[config.mk]
export PLATFORM = sky130hd
export DESIGN_NAME = saturn_mouse_port
export DESIGN_NICKNAME = d
export VERILOG_FILES = /design/src/rtl/saturn_periph_pkg.sv /design/src/rtl/periph_sync.sv /design/src/rtl/saturn_mouse_port.sv
export SDC_FILE = /design/constraint.sdc
export NUM_CORES = 1
export LEC_CHECK = 0
export ABC_CLOCK_PERIOD_IN_PS = 4750
export BUFFER_PORTS_ARGS = -buffer_cell sky130_fd_sc_hd__buf_2
export CAP_MARGIN = 10
export CORE_ASPECT_RATIO = 1.1
export CORE_MARGIN = 5
export CORE_UTILIZATION = 64
export DETAILED_ROUTE_END_ITERATION = 10
export PLACE_DENSITY = 0.92
export SYNTH_ARGS = -nofsm -noshare
export SYNTH_HDL_FRONTEND = slang
export SYNTH_HIERARCHICAL = 1
export SYNTH_SLANG_ARGS = --single-unit
[constraint.sdc]
create_clock -name clk -period 4.75 [get_ports clk]
set_clock_uncertainty 0.1 [all_clocks]
set_input_delay 0.95 -clock clk [delete_from_list [all_inputs] [get_ports clk]]
set_output_delay 0.95 -clock clk [all_outputs]
set_load 0.01 [all_outputs]
[src/rtl/saturn_periph_pkg.sv]
// Shared definitions for Saturn peripheral-port devices: FSM states, mouse ID, frame length.
package saturn_periph_pkg;

  typedef enum logic [1:0] {
    IDLE      = 2'd0,
    ACK       = 2'd1,
    WAIT_HOST = 2'd2,
    ABORT     = 2'd3
  } state_e;

  // Shuttle Mouse identification nibbles, sent first in every frame.
  localparam logic [15:0] MOUSE_ID = {4'h0, 4'hB, 4'hF, 4'hF};

  localparam int         NIBBLES  = 10;
  localparam logic [3:0] LAST_IDX = 4'(NIBBLES - 1);

  // Returns ID nibble i (0..3) of MOUSE_ID, most significant first.
  function automatic logic [3:0] id_nibble(input logic [1:0] i);
    logic [3:0] n;
    case (i)
      2'd0:    n = MOUSE_ID[15:12];
      2'd1:    n = MOUSE_ID[11:8];
      2'd2:    n = MOUSE_ID[7:4];
      2'd3:    n = MOUSE_ID[3:0];
      default: n = 4'h0;
    endcase
    return n;
  endfunction

endpackage

[src/rtl/periph_sync.sv]
// Two-flop synchroniser for an asynchronous port pin plus a third flop for edge detection.
module periph_sync #(
  parameter logic RST_VAL = 1'b1
) (
  input  logic clk,
  input  logic reset_n,
  input  logic pin,
  output logic rise,
  output logic fall
);

  logic s1_q, s2_q, s3_q;
  logic s1_d, s2_d, s3_d;

  // Shift the pin through the synchroniser chain.
  always_comb begin
    s1_d = pin;
    s2_d = s1_q;
    s3_d = s2_q;
  end

  // Synchroniser registers, preset to the idle pin level.
  always_ff @(posedge clk) begin
    if (!reset_n) begin
      s1_q <= RST_VAL;
      s2_q <= RST_VAL;
      s3_q <= RST_VAL;
    end else begin
      s1_q <= s1_d;
      s2_q <= s2_d;
      s3_q <= s3_d;
    end
  end

  assign rise = s2_q & ~s3_q;
  assign fall = ~s2_q & s3_q;

endmodule

[src/rtl/saturn_mouse_port.sv]
// Saturn Shuttle Mouse port: answers the TH/TR/TL handshake with a 10-nibble
// snapshot of the PS/2 accumulator and requests an accumulator clear afterwards.
module saturn_mouse_port
  import saturn_periph_pkg::*;
#(
  parameter int unsigned  ACK_DLY = 8,
  parameter logic [15:0]  TIMEOUT = 16'd50000
) (
  input  logic       clk,
  input  logic       reset_n,
  input  logic       th,
  input  logic       tr,
  input  logic [3:0] flags,
  input  logic [3:0] buttons,
  input  logic [7:0] x,
  input  logic [7:0] y,
  output logic [3:0] d,
  output logic       tl,
  output logic       reset_acc,
  output logic       busy
);

  localparam logic [15:0] DLY_LOAD = 16'(ACK_DLY - 1);
  localparam logic [15:0] TO_LAST  = TIMEOUT - 16'd1;

  logic th_rise, th_fall, tr_rise, tr_fall, tr_edge;

  periph_sync #(.RST_VAL(1'b1)) u_th_sync (
    .clk(clk), .reset_n(reset_n), .pin(th), .rise(th_rise), .fall(th_fall)
  );
  periph_sync #(.RST_VAL(1'b1)) u_tr_sync (
    .clk(clk), .reset_n(reset_n), .pin(tr), .rise(tr_rise), .fall(tr_fall)
  );

  assign tr_edge = tr_rise | tr_fall;

  state_e      state_q, state_d;
  logic [3:0]  idx_q, idx_d;
  logic [15:0] dly_q, dly_d;
  logic [15:0] to_q, to_d;
  logic [23:0] snap_q, snap_d;   // {flags, buttons, x, y} captured at select
  logic        pend_q, pend_d;   // one TR request latched during ACK
  logic        done_q, done_d;   // accumulator clear already requested this frame
  logic        rpend_q, rpend_d; // clear request armed by the nibble-9 ack
  logic [3:0]  d_q, d_d;
  logic        tl_q, tl_d;
  logic        reset_acc_q, reset_acc_d;
  logic        busy_q, busy_d;

  // Selects frame nibble i from the ID constant or the captured snapshot.
  function automatic logic [3:0] frame_nibble(input logic [3:0] i, input logic [23:0] s);
    logic [3:0] n;
    case (i)
      4'd0, 4'd1, 4'd2, 4'd3: n = id_nibble(i[1:0]);
      4'd4:    n = s[23:20];
      4'd5:    n = s[19:16];
      4'd6:    n = s[15:12];
      4'd7:    n = s[11:8];
      4'd8:    n = s[7:4];
      4'd9:    n = s[3:0];
      default: n = 4'h0;
    endcase
    return n;
  endfunction

  // Handshake FSM: next state, counters, snapshot and port outputs.
  always_comb begin
    state_d     = state_q;
    idx_d       = idx_q;
    dly_d       = dly_q;
    to_d        = to_q;
    snap_d      = snap_q;
    pend_d      = pend_q;
    done_d      = done_q;
    rpend_d     = 1'b0;
    d_d         = d_q;
    tl_d        = tl_q;
    reset_acc_d = rpend_q;

    if (th_rise && (state_q != IDLE)) begin
      // Deselect overrides any handshake activity.
      state_d = IDLE;
      idx_d   = 4'd0;
      dly_d   = 16'd0;
      to_d    = 16'd0;
      pend_d  = 1'b0;
      done_d  = 1'b0;
      d_d     = 4'h0;
      tl_d    = 1'b1;
    end else begin
      case (state_q)
        IDLE: begin
          d_d  = 4'h0;
          tl_d = 1'b1;
          if (th_fall) begin
            snap_d  = {flags, buttons, x, y};
            idx_d   = 4'd0;
            d_d     = frame_nibble(4'd0, snap_q);
            dly_d   = DLY_LOAD;
            pend_d  = 1'b0;
            done_d  = 1'b0;
            state_d = ACK;
          end else begin
            idx_d = 4'd0;
          end
        end
        ACK: begin
          if (tr_edge) begin
            pend_d = 1'b1;
          end else begin
            pend_d = pend_q;
          end
          if (dly_q == 16'd0) begin
            tl_d = ~tl_q;
            if ((idx_q == LAST_IDX) && !done_q) begin
              rpend_d = 1'b1;
              done_d  = 1'b1;
            end else begin
              rpend_d = 1'b0;
            end
            to_d    = 16'd0;
            state_d = WAIT_HOST;
          end else begin
            dly_d = dly_q - 16'd1;
          end
        end
        WAIT_HOST: begin
          if (tr_edge || pend_q) begin
            // Service one request; if a fresh edge coincides with a pending one, keep it.
            pend_d = pend_q & tr_edge;
            if (idx_q < LAST_IDX) begin
              idx_d = idx_q + 4'd1;
              d_d   = frame_nibble(idx_q + 4'd1, snap_q);
            end else begin
              d_d = 4'h0;
            end
            dly_d   = DLY_LOAD;
            state_d = ACK;
          end else if (to_q == TO_LAST) begin
            state_d = ABORT;
          end else begin
            to_d = to_q + 16'd1;
          end
        end
        ABORT: begin
          pend_d = 1'b0;
        end
        default: begin
          state_d = IDLE;
        end
      endcase
    end

    busy_d = (state_d != IDLE);
  end

  // State, counter and registered-output flops.
  always_ff @(posedge clk) begin
    if (!reset_n) begin
      state_q     <= IDLE;
      idx_q       <= 4'd0;
      dly_q       <= 16'd0;
      to_q        <= 16'd0;
      snap_q      <= 24'd0;
      pend_q      <= 1'b0;
      done_q      <= 1'b0;
      rpend_q     <= 1'b0;
      d_q         <= 4'h0;
      tl_q        <= 1'b1;
      reset_acc_q <= 1'b0;
      busy_q      <= 1'b0;
    end else begin
      state_q     <= state_d;
      idx_q       <= idx_d;
      dly_q       <= dly_d;
      to_q        <= to_d;
      snap_q      <= snap_d;
      pend_q      <= pend_d;
      done_q      <= done_d;
      rpend_q     <= rpend_d;
      d_q         <= d_d;
      tl_q        <= tl_d;
      reset_acc_q <= reset_acc_d;
      busy_q      <= busy_d;
    end
  end

  assign d         = d_q;
  assign tl        = tl_q;
  assign reset_acc = reset_acc_q;
  assign busy      = busy_q;

endmodule

# After elaboration in Yosys (flattened, before gate mapping)
# Cells that the tools add are included.
[op_classes]
n_lt_le_gt_ge = 1
bitwise = 15
n_eq_ne = 26
reduce_logical = 26
n_mux = 32
addsub = 3
[ops]
columns = ["operator", "count"]
rows = [
  ["$mux W16", 6],
  ["$pmux W16 S3", 1],
  ["$pmux W16 S2", 1],
  ["$pmux W4 S7", 1],
  ["$ne A2 B2 Y1 const B", 9],
  ["$add A16 B1 Y16 const B", 1],
  ["$eq A16 B16 Y1 const B", 1],
  ["$eq A4 B3 Y1 const B", 4],
  ["$logic_not A16 Y1", 1],
  ["$mux W4", 4],
  ["$pmux W4 S2", 2],
  ["$sub A16 B1 Y16 const B", 1],
  ["$eq A4 B4 Y1 const B", 3],
  ["$pmux W4 S3", 1],
  ["$reduce_and A4 Y1", 3],
  ["$mux W2", 5],
  ["$reduce_bool A2 Y1", 5],
  ["$not A1 Y1", 9],
  ["$reduce_and A3 Y1", 3],
  ["$eq A2 B2 Y1 const B", 4],
  ["$eq A4 B2 Y1 const B", 2],
  ["$reduce_or A4 Y1", 2],
  ["$mux W1", 7],
  ["$pmux W2 S3", 1],
  ["16 further kinds", 26],
]
[totals]
word_cells = 121
out_inout_bits = 7
input_bits = 28
regBits = 78

# Longest topological paths before layout
[logic_depth]
word_depth = 8
depth_mapped = 9

# Modules after synthesis
# The synthesis kept the hierarchy.
[modules_own_cells]
columns = ["mod", "area_per_inst_um2", "cells_per_inst", "n_inst"]
rows = [
  ["saturn_mouse_port", 3952.5, 482, 1],
  ["periph_sync", 91.3, 8, 2],
]

# Worst setup path before layout
# No wires, ideal clock.
[synth_timing]
path_type = "reg2reg"
startpoint = "reg state_q[0]"
endpoint = "reg dly_q[8]"
arrival_ns = 2.255
n_path_buf = 1
t_required_ns = 4.577
path_slack_ns = 2.322
stages_incl_launch_ff = 9
path_cell_list = "dfxtp_1 inv_1 ha_1 clkbuf_1 nor2b_1 nor3_1 o2111ai_1 or4_1 a21oi_1"
[synth_between]
elab_chain_cells = 3
elab_cells_between_ends = 12
[synth_rtl]
columns = ["item", "line_no", "text"]
rows = [
  ["from (decl)", "saturn_mouse_port.sv:37", "state_e state_q, state_d;"],
  ["from (signal assigned)", "saturn_mouse_port.sv:173", "state_q <= state_d;"],
  ["$eq A2 B1 Y1 (tied with other cells)", "saturn_mouse_port.sv:91", "case (state_q)"],
  ["$ne A2 B2 Y1 (no line) (tied with other cells)", "-", ""],
  ["$reduce_and A4 Y1 (no line) or $reduce_or A2 Y1 (tied branches)", "-", ""],
  ["to (signal assigned)", "saturn_mouse_port.sv:175", "dly_q <= dly_d;"],
  ["to (decl)", "saturn_mouse_port.sv:39", "logic [15:0] dly_q, dly_d;"],
]
# Several ways; a longest one is shown, not always the timed one.
# A chain may end at the register's enable or synchronous reset.

# Worst setup path in the final report
[layout_timing]
startpoint = "reg idx_q[0]"
endpoint = "reg d_q[2], in the netlist d[2]"
[layout_between]
elab_chain_cells = 8
elab_cells_between_ends = 23
[layout_rtl]
columns = ["item", "line_no", "text"]
rows = [
  ["from (decl)", "saturn_mouse_port.sv:38", "logic [3:0] idx_q, idx_d;"],
  ["from (signal assigned)", "saturn_mouse_port.sv:174", "idx_q <= idx_d;"],
  ["$add A4 B1 Y4", "saturn_mouse_port.sv:133", "d_d = frame_nibble(idx_q + 4'd1, snap_q);"],
  ["$eq A2 B2 Y1", "saturn_periph_pkg.sv:20", "case (i)"],
  ["$reduce_or A2 Y1 (no line)", "-", ""],
  ["$pmux W4 S3", "saturn_periph_pkg.sv:20", ""],
  ["$pmux W4 S7", "saturn_mouse_port.sv:53", "case (i)"],
  ["$mux W4 *", "saturn_mouse_port.sv:131", "if (idx_q < LAST_IDX) begin"],
  ["$mux W4 *", "saturn_mouse_port.sv:128", "if (tr_edge || pend_q) begin"],
  ["$pmux W4 S2 *", "saturn_mouse_port.sv:91", ""],
  ["to (signal assigned)", "saturn_mouse_port.sv:168", "d_q <= 4'h0;"],
  ["to (signal assigned)", "saturn_mouse_port.sv:181", "d_q <= d_d;"],
  ["to (decl)", "saturn_mouse_port.sv:45", "logic [3:0] d_q, d_d;"],
]
# Every way passes the cells marked *; elsewhere a longest branch is shown, timed or not. The select of a mux whose other input is x is not followed.

==> results.cfg <==
[sta]
fmaxAchievable_mhz = 350.0
tightest_slew_ns = 0.8159
final.min_clock_period_ns = 2.857
post-route-period-util = 0.6015
setup_viol = 0
slew_viol_final = 0
relSlewSlack = 0.4420
rsz0062_at_grt = no
hold_viol = 0
fin_setup_tns_ns = 0
finalWorstSetupSlack_ns = 1.893

[placement]
dpl.cell_count = 589
pre_cts_slack_ns = 1.557
dpl_cell_area_sq_um = 4315
gp_congestion = 0.8949
portBuffers = 34
place_hpwl_microns = 6747

[flow_run]
cap_violations = 0

[cts]
clkLatencyLatePin_ns = 0.36
cts.clk_slew.worst_paths_ns = 0.08
cts_root_buf = clkbuf_8
hold_buffers = 0
clk_path_buf_depth = 2
cts_setup_buffers = 0
cts_resized = 0
cts_tree = built
cts_made_buffers = 9
clkSinkCount = 78
htree_levels = 3

[die]
die_w_microns = 86.64
die_area_sq_um = 8171
core_sq_um = 6231
rows = 30
die_h_microns = 94.31
ios = 35
initial_core_util = 0.6637

[global_routing]
grt_util_all_layers = 0.2443
first_global_vias = 3697
grt_antenna_before_repair = 0
grt_remaining_overflow = 0
grt_pass1_wl_microns = 16130
grt_max_degree = 35

[yosys]
synth_top_cell_by_area = dfxtp_1
ys_ff_latch = 78
synth-edff-count = 0
synthFlopType = dfxtp_1
synthCells = 498
synthTopCellsByArea = dfxtp_1 38%, nand2_1 7.0%, a21boi_0 4.5%
yosys.cell_types.count = 63
async_flop_share = 0
syn_avg_cell_area_sq_um = 8.304
syn-cell-area_sq_um = 4135
yosys_warnings = 6
yosysSeqAreaShare = 0.3776
synth_nets = 538
synth_top_area_frac = 0.3776

[setup_path]
critPathRequiredTime_ns = 4.89
crit_type = flop to flop
crit_path_start_kind = flop
arrival_ns = 3.00
endpoint_kind = flop
crit_fanout = 13

[layout]
fin_util = 0.7281
area_delta_synth_final_pct = 9.713
nets = 560
finalNonFillerCells = 605
drive_gt1_frac = 0.1257
postLayoutCellArea_sq_um = 4537
antenna_cells = 0

[drt]
drt_pass1_iterations = 5
drc = 0
via_count = 3922
via_per_inst = 6.483
avgRoutedWirePerCell_microns = 15.86
wl_microns = 9596
ant_nets = 0
drtIter0Drc = 321

[power]
vdd_drop_max_mv = 0.2163
p_leak_uw = 0.001651
p_per_area_nw_per_um2 = 304.0

[min_path]
hold_path.class = flop to flop

[outcome]
status = complete, no violations
## per-layer routing
metal	vias to the layer above	global-route usage	wire length, microns
met5	-	0	0
met4	0	0.1390	414
met3	43	0.06053	654
met2	166	0.4216	4691
met1	1834	0.2714	3836
li1	1879	-	-
## final timing paths
path	cells past startpoint	slack, ns	start	endpoint
worst max-delay path	7	1.89	idx_q[0]	d[2]
worst min-delay path	1	0.32	u_th_sync/s1_q	u_th_sync/s2_q
worst max register to register	7	1.89	idx_q[0]	d[2]
worst min register to register	1	0.32	u_th_sync/s1_q	u_th_sync/s2_q
## sequential cells by signal (all words and copies together), names as in the netlist, 2 cells and up
name and cells:
d 4, dly_q 16, idx_q 4, snap_q 24, state_q 2, to_q 16
## cells in the final DEF (no fill, tap or decap), types with 10 or more instances in the layout
cell / Yosys / final
dfxtp_1: 78 / 78
nand3_1: 15 / 15
o21ai_0: 19 / 19
ha_1: 12 / 12
or4_1: 11 / 11
buf_2: 0 / 34
a21oi_1: 33 / 33
o31ai_1: 12 / 12
nor2_1: 24 / 24
nor2b_1: 11 / 11
a21boi_0: 25 / 25
or3_1: 10 / 10
inv_1: 16 / 16
nand2_1: 77 / 77
## cell type report
type | instances | area, sq um
multi-input cells | 377 | 2394
inverters | 16 | 60.06
well taps | 80 | 100.1
flip-flops and latches | 78 | 1562
clock buffers | 10 | 127.6
clock inverters | 6 | 93.84
fillers | 485 | 1694
repair buffers | 38 | 200.2
## power breakdown
group / total (uW) / internal [uW] / switching [uW]
Combinational: 134 / 52.9 / 81.3
Sequential: 687 / 670 / 17.0
Clock: 558 / 300 / 258
## logic make-up after synthesis
family / synth area share
AO/OA/AOI/OAI: 0.2481
flip-flops: 0.3776
multiplexers: 0.009683
AND/OR/NAND/NOR: 0.2699
XOR/XNOR: 0.01483
adder cells (fa/ha/maj): 0.03631
buffers and inverters: 0.04357
## synthesized netlist by cell type (all sizes together) (12+ instances only)
master	instances
o21ai	22
a21oi	33
nor2	24
dfxtp	78
ha	12
inv	16
nand2	77
nand3	15
o31ai	12
a21boi	25
clkbuf	24
## through the flow
stage	hold slack, ns	total power (uW)
floorplan	0.2863	794.6
global placement	0.2976	826.0
detailed placement	0.3027	832.2
CTS	0.3236	1379
global route	0.3495	1426
finish	0.3199	1379
## critical path: stages, from the launching register on
cell and delay [ns]:
dfxtp_1 0.64, inv_1 0.13, ha_1 0.39, nor4_1 0.73, nor3b_1 0.17, o31ai_1 0.27, o2111a_1 0.23, a32oi_1 0.09
(Power assumes the default switching activity.)
